--- src/rtl/from_udp_noc_rx_pkg.sv ---
// Shared UDP receive message types: NoC header flit, metadata flit and the
// metadata record handed to the UDP consumer. Flit structures sit in the
// most significant bits of a NoC flit.
package from_udp_noc_rx_pkg;

  localparam int MSG_LENGTH_WIDTH = 22;

  typedef struct packed {
    logic [31:0] src_ip;
    logic [31:0] dst_ip;
    logic [15:0] src_port;
    logic [15:0] dst_port;
    logic [15:0] data_length;
  } udp_info;

  typedef struct packed {
    logic [7:0]                  dst_x;
    logic [7:0]                  dst_y;
    logic [MSG_LENGTH_WIDTH-1:0] msg_len;
    logic [7:0]                  msg_type;
  } udp_noc_hdr_flit;

  typedef struct packed {
    logic [31:0] src_ip;
    logic [31:0] dst_ip;
    logic [15:0] src_port;
    logic [15:0] dst_port;
    logic [15:0] data_length;
  } udp_rx_metadata_flit;

  localparam int HDR_FLIT_W  = $bits(udp_noc_hdr_flit);
  localparam int META_FLIT_W = $bits(udp_rx_metadata_flit);

  function automatic logic [MSG_LENGTH_WIDTH-1:0] hdr_msg_len(input udp_noc_hdr_flit hdr);
    return hdr.msg_len;
  endfunction

  function automatic udp_info meta_to_info(input udp_rx_metadata_flit meta);
    udp_info info;
    info.src_ip      = meta.src_ip;
    info.dst_ip      = meta.dst_ip;
    info.src_port    = meta.src_port;
    info.dst_port    = meta.dst_port;
    info.data_length = meta.data_length;
    return info;
  endfunction

endpackage

--- src/rtl/from_udp_noc_rx_ctrl.sv ---
// Message framing FSM for the UDP receive path: accepts the header, then the
// metadata flit, offers metadata downstream, then passes payload flits through
// while counting them against the header length.
module from_udp_noc_rx_ctrl
  import from_udp_noc_rx_pkg::*;
(
  input  logic                        clk,
  input  logic                        rst_n,
  input  logic                        noc_val,
  input  logic [MSG_LENGTH_WIDTH-1:0] hdr_len,
  input  logic                        meta_rdy,
  input  logic                        data_rdy,
  output logic                        noc_rdy,
  output logic                        meta_val,
  output logic                        data_val,
  output logic                        data_last,
  output logic                        meta_capture,
  output logic [MSG_LENGTH_WIDTH-1:0] msg_len
);

  typedef enum logic [1:0] {RX_HDR, RX_META, META_OUT, RX_DATA} rx_state_e;

  rx_state_e                   state;
  logic [MSG_LENGTH_WIDTH-1:0] flit_cnt;
  logic                        in_data;
  logic                        data_xfer;

  assign in_data      = (state == RX_DATA);
  assign noc_rdy      = (state == RX_HDR) || (state == RX_META) || (in_data && data_rdy);
  assign meta_val     = (state == META_OUT);
  assign data_val     = in_data && noc_val;
  assign data_xfer    = data_val && data_rdy;
  assign data_last    = in_data && (flit_cnt == msg_len - MSG_LENGTH_WIDTH'(2));
  assign meta_capture = (state == RX_META) && noc_val;

  // State, stored message length and payload flit counter advance on handshakes
  always_ff @(posedge clk or negedge rst_n) begin
    if (!rst_n) begin
      state    <= RX_HDR;
      flit_cnt <= '0;
      msg_len  <= '0;
    end else begin
      case (state)
        RX_HDR: begin
          if (noc_val) begin
            msg_len <= hdr_len;
            if (hdr_len != '0) state <= RX_META;
          end
        end
        RX_META: begin
          if (noc_val) begin
            flit_cnt <= '0;
            state    <= META_OUT;
          end
        end
        META_OUT: begin
          if (meta_rdy) state <= (msg_len > MSG_LENGTH_WIDTH'(1)) ? RX_DATA : RX_HDR;
        end
        RX_DATA: begin
          if (data_xfer) begin
            if (data_last) state <= RX_HDR;
            else flit_cnt <= flit_cnt + MSG_LENGTH_WIDTH'(1);
          end
        end
        default: state <= RX_HDR;
      endcase
    end
  end

endmodule

--- src/rtl/from_udp_noc_rx.sv ---
// UDP receive adapter from the NoC: splits an inbound NoC message into a
// metadata record and a stream of payload flits with last/padbytes marking,
// and flags messages whose data_length disagrees with the header length.
module from_udp_noc_rx
  import from_udp_noc_rx_pkg::*;
#(
  parameter int NOC_DATA_W     = 512,
  parameter int NOC_PADBYTES   = NOC_DATA_W/8,
  parameter int NOC_PADBYTES_W = $clog2(NOC_PADBYTES)
) (
  input  logic                      clk,
  input  logic                      rst_n,
  input  logic                      noc_ctovr_fr_udp_val,
  input  logic [NOC_DATA_W-1:0]     noc_ctovr_fr_udp_data,
  output logic                      fr_udp_noc_ctovr_rdy,
  output logic                      fr_udp_dst_meta_val,
  output udp_info                   fr_udp_dst_meta_info,
  input  logic                      fr_udp_dst_meta_rdy,
  output logic                      fr_udp_dst_data_val,
  output logic [NOC_DATA_W-1:0]     fr_udp_dst_data,
  output logic                      fr_udp_dst_data_last,
  output logic [NOC_PADBYTES_W-1:0] fr_udp_dst_data_padbytes,
  input  logic                      fr_udp_dst_data_rdy,
  output logic                      fr_udp_len_err
);

  localparam int DL_W = 17;

  udp_noc_hdr_flit             hdr_view;
  udp_rx_metadata_flit         meta_view;
  udp_info                     meta_reg;
  logic [MSG_LENGTH_WIDTH-1:0] msg_len;
  logic                        meta_capture;
  logic                        data_last;
  logic [DL_W-1:0]             flit_need;
  logic [DL_W-1:0]             tail_bytes;
  logic [DL_W-1:0]             pad_bytes;
  logic                        len_mismatch;

  assign hdr_view  = udp_noc_hdr_flit'(noc_ctovr_fr_udp_data[NOC_DATA_W-1 -: HDR_FLIT_W]);
  assign meta_view = udp_rx_metadata_flit'(noc_ctovr_fr_udp_data[NOC_DATA_W-1 -: META_FLIT_W]);

  from_udp_noc_rx_ctrl u_ctrl (
    .clk          (clk),
    .rst_n        (rst_n),
    .noc_val      (noc_ctovr_fr_udp_val),
    .hdr_len      (hdr_msg_len(hdr_view)),
    .meta_rdy     (fr_udp_dst_meta_rdy),
    .data_rdy     (fr_udp_dst_data_rdy),
    .noc_rdy      (fr_udp_noc_ctovr_rdy),
    .meta_val     (fr_udp_dst_meta_val),
    .data_val     (fr_udp_dst_data_val),
    .data_last    (data_last),
    .meta_capture (meta_capture),
    .msg_len      (msg_len)
  );

  // Payload flits implied by data_length versus flits the header announced
  assign flit_need    = ({1'b0, meta_view.data_length} + DL_W'(NOC_PADBYTES - 1)) / DL_W'(NOC_PADBYTES);
  assign len_mismatch = (MSG_LENGTH_WIDTH'(flit_need) != (msg_len - MSG_LENGTH_WIDTH'(1)));

  assign tail_bytes = {1'b0, meta_reg.data_length} % DL_W'(NOC_PADBYTES);
  assign pad_bytes  = (DL_W'(NOC_PADBYTES) - tail_bytes) % DL_W'(NOC_PADBYTES);

  assign fr_udp_dst_meta_info     = meta_reg;
  assign fr_udp_dst_data          = noc_ctovr_fr_udp_data;
  assign fr_udp_dst_data_last     = data_last;
  assign fr_udp_dst_data_padbytes = data_last ? NOC_PADBYTES_W'(pad_bytes) : '0;

  // Capture metadata and raise a one-cycle length error when it arrives
  always_ff @(posedge clk or negedge rst_n) begin
    if (!rst_n) begin
      meta_reg       <= '0;
      fr_udp_len_err <= 1'b0;
    end else begin
      fr_udp_len_err <= meta_capture && len_mismatch;
      if (meta_capture) meta_reg <= meta_to_info(meta_view);
    end
  end

endmodule
--- config.mk ---
export PLATFORM = sky130hd
export DESIGN_NAME = from_udp_noc_rx
export DESIGN_NICKNAME = d
export VERILOG_FILES = /design/src/rtl/from_udp_noc_rx_pkg.sv /design/src/rtl/from_udp_noc_rx_ctrl.sv /design/src/rtl/from_udp_noc_rx.sv
export SDC_FILE = /design/constraint.sdc
export NUM_CORES = 1
export LEC_CHECK = 0
export ABC_CLOCK_PERIOD_IN_PS = 3720
export CAP_MARGIN = 20
export CORE_AREA = 2 2 451 453
export CTS_CLUSTER_SIZE = 40
export DETAILED_ROUTE_END_ITERATION = 10
export DIE_AREA = 0 0 453 455
export GPL_ROUTABILITY_DRIVEN = 0
export PLACE_DENSITY = 0.3
export SLEW_MARGIN = 20
export SYNTH_ARGS = -nofsm -noshare
export SYNTH_HDL_FRONTEND = slang
export SYNTH_SLANG_ARGS = --single-unit
--- constraint.sdc ---
create_clock -name clk -period 3.72 [get_ports clk]
set_input_delay 0.558 -clock clk [delete_from_list [all_inputs] [get_ports clk]]
set_output_delay 0.558 -clock clk [all_outputs]
set_load 0.02 [all_outputs]
=== Word-level counts from Yosys, hierarchy flattened ===
Index checks and enable logic that the tools add are counted.

* Input bits: 517
* Bits in registers: 159

* Mux-type cells: 13
* Magnitude comparators: 1
* Eq/ne operators: 12
* Reduce and logical (&&, ||, !) cells: 14
* $add $sub $neg: 5

{| class="wikitable"
|+ Operator list
! kind !! number
|-
| $mux W22 || 3
|-
| $pmux W22 S2 || 1
|-
| $add A22 B1 Y22 const B || 1
|-
| $eq A22 B22 Y1 || 1
|-
| $gt A22 B1 Y1 const B || 1
|-
| $ne A11 B22 Y1 || 1
|-
| $reduce_bool A22 Y1 || 1
|-
| $sub A22 B1 Y22 const B || 1
|-
| $sub A22 B2 Y22 const B || 1
|-
| $add A16 B6 Y17 const B || 1
|-
| $mux W2 || 7
|-
| $ne A2 B2 Y1 const B || 6
|-
| $pmux W2 S4 || 1
|-
| $logic_and A1 B1 Y1 || 6
|-
| $mux W6 || 1
|-
| $reduce_and A6 Y1 || 1
|-
| $sub A1 B6 Y6 const A || 1
|-
| $eq A2 B2 Y1 const B || 2
|-
| $reduce_and A4 Y1 || 1
|-
| $eq A2 B1 Y1 const B || 1
|-
| $logic_not A2 Y1 || 1
|-
| $logic_or A1 B1 Y1 || 2
|-
| $ne A2 B1 Y1 const B || 1
|-
| $reduce_and A2 Y1 || 1
|-
| $reduce_bool A2 Y1 || 1
|}

=== Depth between registers and ports, before layout ===
* Depth in word-level cells: 6
* Mapped depth: 11

=== Hierarchy ===
Synthesis repeated with hierarchy kept, for this count alone.

* Cells, all modules: 1201
* Area total of the unflattened synthesis: 11887.7 um^2

{| class="wikitable"
|+ Modules (own cells, without submodules)
! module !! instances !! sequential area each (um^2) !! cells each !! area an instance (um^2)
|-
| from_udp_noc_rx || 1 || 2827.7 || 864 || 8740.9
|-
| from_udp_noc_rx_ctrl || 1 || 1151.1 || 337 || 3146.8
|}

=== Worst setup path after synthesis ===
OpenSTA, ideal clock, no wires.

* Path type: flip-flop to output port
* Start: register u_ctrl.msg_len[1]
* End: output port fr_udp_dst_data_padbytes[2]
* Data required time: 3162 ps
* Data arrival time: 2822 ps
* Cell stages (with the launch flop): 11
* Buffers on the path: 0
* Path slack: 340 ps
* Path through: dfrtp_1 inv_1 ha_1 nor4b_1 nand4bb_1 nor2_1 xnor2_1 nand3_1 nor4_2 nand2_1 nor2_1

* Word-level cells in the longest chain between the ends: 4

{| class="wikitable"
|+ Ends and longest elaborated chain
! what !! line !! text
|-
| start, declared || from_udp_noc_rx_ctrl.sv:18 || <nowiki>output logic [MSG_LENGTH_WIDTH-1:0] msg_len</nowiki>
|-
| start signal, assigned || from_udp_noc_rx_ctrl.sv:46 || <nowiki>msg_len <= hdr_len;</nowiki>
|-
| $sub A22 B2 Y22 || from_udp_noc_rx_ctrl.sv:33 || <nowiki>assign data_last = in_data && (flit_cnt == msg_len - MSG_LENGTH_WIDTH'(2));</nowiki>
|-
| $eq A22 B22 Y1 || from_udp_noc_rx_ctrl.sv:33 ||
|-
| $logic_and A1 B1 Y1 || from_udp_noc_rx_ctrl.sv:33 ||
|-
| $mux W6 || from_udp_noc_rx.sv:68 || <nowiki>assign fr_udp_dst_data_padbytes = data_last ? NOC_PADBYTES_W'(pad_bytes) : '0;</nowiki>
|-
| end, declared || from_udp_noc_rx.sv:22 || <nowiki>output logic [NOC_PADBYTES_W-1:0] fr_udp_dst_data_padbytes,</nowiki>
|}

No other way between the ends.

=== Final worst setup path ===
* Start: register u_ctrl.msg_len[11]
* End: output port fr_udp_dst_data_padbytes[2]

The elaborated chain is that of the path after synthesis.

==> impl_metrics.json <==
{
  "ys_warn_count": 0,
  "cts.sinks": 159,
  "die_x_um": 453,
  "pin_count": 1152,
  "p_sw_uw": 1508,
  "wl_um": 79330,
  "cellLeakagePower_uw": 0.006228,
  "initial_core_util_pct": 5.892,
  "setup_slack_ns": -0.04894,
  "relSlewSlack_pct": 56.43,
  "drtIter0Drc": 481,
  "fmaxAchievable_mhz": 265.3,
  "fin_cells": 4017,
  "port_buffers": 351,
  "area_growth_pct": 35.84,
  "seq_power_share_pct": 39.0,
  "placed_cells": 3973,
  "synth-seq-cells": 159,
  "ys_seq_area_share_pct": 33.55,
  "power_uw": 4598,
  "setup_viol": 6,
  "worst_pin_slew_ns": 0.6536,
  "r2r_slack_ns": 0.56,
  "cap_violations": 0,
  "drive_gt1_share_pct": 11.99,
  "vias": 8940,
  "reg2reg_from": "u_ctrl.msg_len[11]",
  "switching_share_pct": 32.80,
  "internal_power_uw": 3090,
  "finalCritPeriodShare_pct": 101.3,
  "holdWs_ns": 0.4628,
  "clock_path_buffers": 2,
  "r2r_cells": 9,
  "grt_overflow": 0,
  "hp-class": "input pin to async pin",
  "fillers": 23570,
  "final.setup.tns_ns": -0.2381,
  "worst_setup_path_end_kind": "output port",
  "fin_crit_ns": 3.769,
  "p_per_area_mw_per_mm2": 285.4,
  "drtPass1Iterations": 4,
  "criticalPathCategory": "register to output port",
  "cp_max_fo": 6,
  "post_drt_wl_per_cell_um": 19.75,
  "worstSkewPairLatency_ns": 0.56,
  "cts_buffers": 17,
  "dp_hpwl_um": 64810,
  "critical_path.endpoint": "fr_udp_dst_data_padbytes[2]",
  "grt_usage_pct": 7.486,
  "via_per_inst": 2.226,
  "avgSynthCellArea_sq_um": 8.242,
  "antenna_found_initial": 28,
  "grt_pass1_vias": 9186,
  "synth.distinct_cells": 61,
  "syn_inst": 1439,
  "cts.clk_slew.worst_paths_ns": 0.11,
  "fp.dieArea_sq_mm": 0.2061,
  "combPwrFrac_pct": 14.5,
  "rows": 165,
  "hold_viol": 0,
  "syn_nets": 1961,
  "synth-async-reset-ratio_pct": 100.0,
  "synth-edff-count": 0,
  "h-tree-depth": 4,
  "pwr-share-clk_pct": 46.5,
  "cp.required_ns": 3.16,
  "cp-startpoint": "u_ctrl.msg_len[11]",
  "yosys_most_used_dff": "dfrtp_1",
  "worstReg2RegEnd": "u_ctrl.flit_cnt[17]",
  "core_sq_mm": 0.2013,
  "ir_drop_v": 0.0002951,
  "drv_slew": 0,
  "rsz0062_at_grt": "true",
  "drc": 0,
  "cts_tree": "yes",
  "grt_pass1_wl_um": 99260,
  "grt_start_max_net_pins": 76,
  "synth_area_sq_mm": 0.01186,
  "nets": 1844,
  "cp.arrival_ns": 3.21,
  "clock-root-buffer": "clkbuf_16",
  "ant_nets": 0,
  "outcome": "finished with violations",
  "fp.dieH_um": 455,
  "violations": "setup timing",
  "start_kind": "register",
  "clock-skew-final_ns": 0.03059
}
worst min path at each step:
stage / end
5_1_grt: fr_udp_dst_meta_info[17]
3_3_place_gp: fr_udp_dst_meta_info[23]
3_5_place_dp: fr_udp_dst_meta_info[100]
6_report: fr_udp_dst_meta_info[17]
4_1_cts: fr_udp_dst_meta_info[17]
2_1_floorplan: fr_udp_dst_meta_info[0]
metal layers:
| metal | GRT usage (%) | wire length (um) | vias up |
|---|---|---|---|
| met5 | 0.5055 | 288 | - |
| met4 | 5.604 | 5793 | 24 |
| met3 | 6.231 | 13570 | 271 |
| met2 | 10.75 | 34110 | 686 |
| met1 | 6.909 | 25580 | 4062 |
| li1 | - | - | 3897 |
through the flow:
step,area (sq um),worst slack [ns],utilization (%)
after global routing,16090,-0.2665,7.993
final,16110,-0.04894,8.004
after CTS,16000,-0.2219,7.951
after floorplan,11860,0.3396,-
after global placement,15340,-0.1300,7.621
after detailed placement,15340,-0.1356,7.621
power groups by stage:
stage          sequential, uW  clock, uW  combinational, uW
2_1_floorplan            1810          0                929
3_3_place_gp             1830          0                682
3_5_place_dp             1830          0                680
4_1_cts                  1790       2320                683
5_1_grt                  1800       2350                725
6_report                 1790       2140                668
cells by family after synthesis:
logic type      count (synthesis)  synth area share (%)
flops                         159                 33.55
buf+inv                       576                 34.69
xor+xnor                       53                 4.030
mux                            21                 1.962
simple gates                  543                 20.33
fa+ha+maj                       5                0.5275
compound gates                 82                 4.916
cell usage in the layout (no fill, tap or decap), types with 12 or more instances in the layout:
cell type          n
nand4_1           13
nand3_1           16
clkbuf_16         17
mux2_2            18
inv_1             12
buf_4             73
xnor2_1           34
nand2_1          378
clkdlybuf4s50_1  342
a31oi_1           12
dfrtp_1          159
o21ai_0           20
xor2_1            18
nor2_1            45
synth_stat cells, drive strengths merged (5+ instances only):
cell type  number  area share (%)
clkbuf         35             1.1
nor4           17             1.3
a31oi          12            0.63
nor2           47             1.5
nand3          18            0.76
and4            7            0.52
a41o            7            0.59
inv            12            0.38
nor3           11            0.46
a21oi           7            0.30
ha              5            0.53
and3            8            0.42
nand2         379              12
nand4          13            0.69
dfrtp         159              34
or4             8            0.57
and2           11            0.58
buf           529              33
xnor2          34             2.5
mux2           18             1.7
o21ai          20            0.84
xor2           18             1.3
nand2b          6            0.32
worst max-delay path, stage by stage (launching register included):
cell and delay, ns:
dfrtp_1 0.39, or4_4 0.59, nor4_4 0.34, a41oi_2 0.16, a32oi_2 0.21, a21oi_2 0.11
nor4_4 0.34, buf_12 0.18, nand2_8 0.07, nor2_1 0.11, buf_4 0.15
area by class of cell:
| type | instances | area (sq um) | share of cell area (%) |
|---|---|---|---|
| clock buffer | 18 | 429.2 | 2.664 |
| inverter | 12 | 45.04 | 0.2796 |
| clock inverter | 14 | 191.4 | 1.188 |
| multi-input combinational | 704 | 3908 | 24.25 |
| timing repair buffer | 428 | 4190 | 26.01 |
| sequential | 159 | 3979 | 24.70 |
| tap | 2672 | 3343 | 20.75 |
| antenna | 10 | 25.02 | 0.1553 |
sequential cells by signal, summed over array words and instances, names as in the netlist:
register,cells
fr_udp_dst_meta_info,112
u_ctrl.flit_cnt,22
u_ctrl.state,2
u_ctrl.msg_len,22
fr_udp_len_err,1
what timing repair did:
| item | CTS | global route |
|---|---|---|
| endpoints found under the hold margin | 56 | 0 |
| endpoints found under the setup margin | 7 | 7 |
| hold buffers | 1 | 0 |
| resized for setup | 41 | 13 |
| buffers inserted | 0 | 1 |
| pin swaps | 7 | 7 |
(Power assumes the default switching activity.)
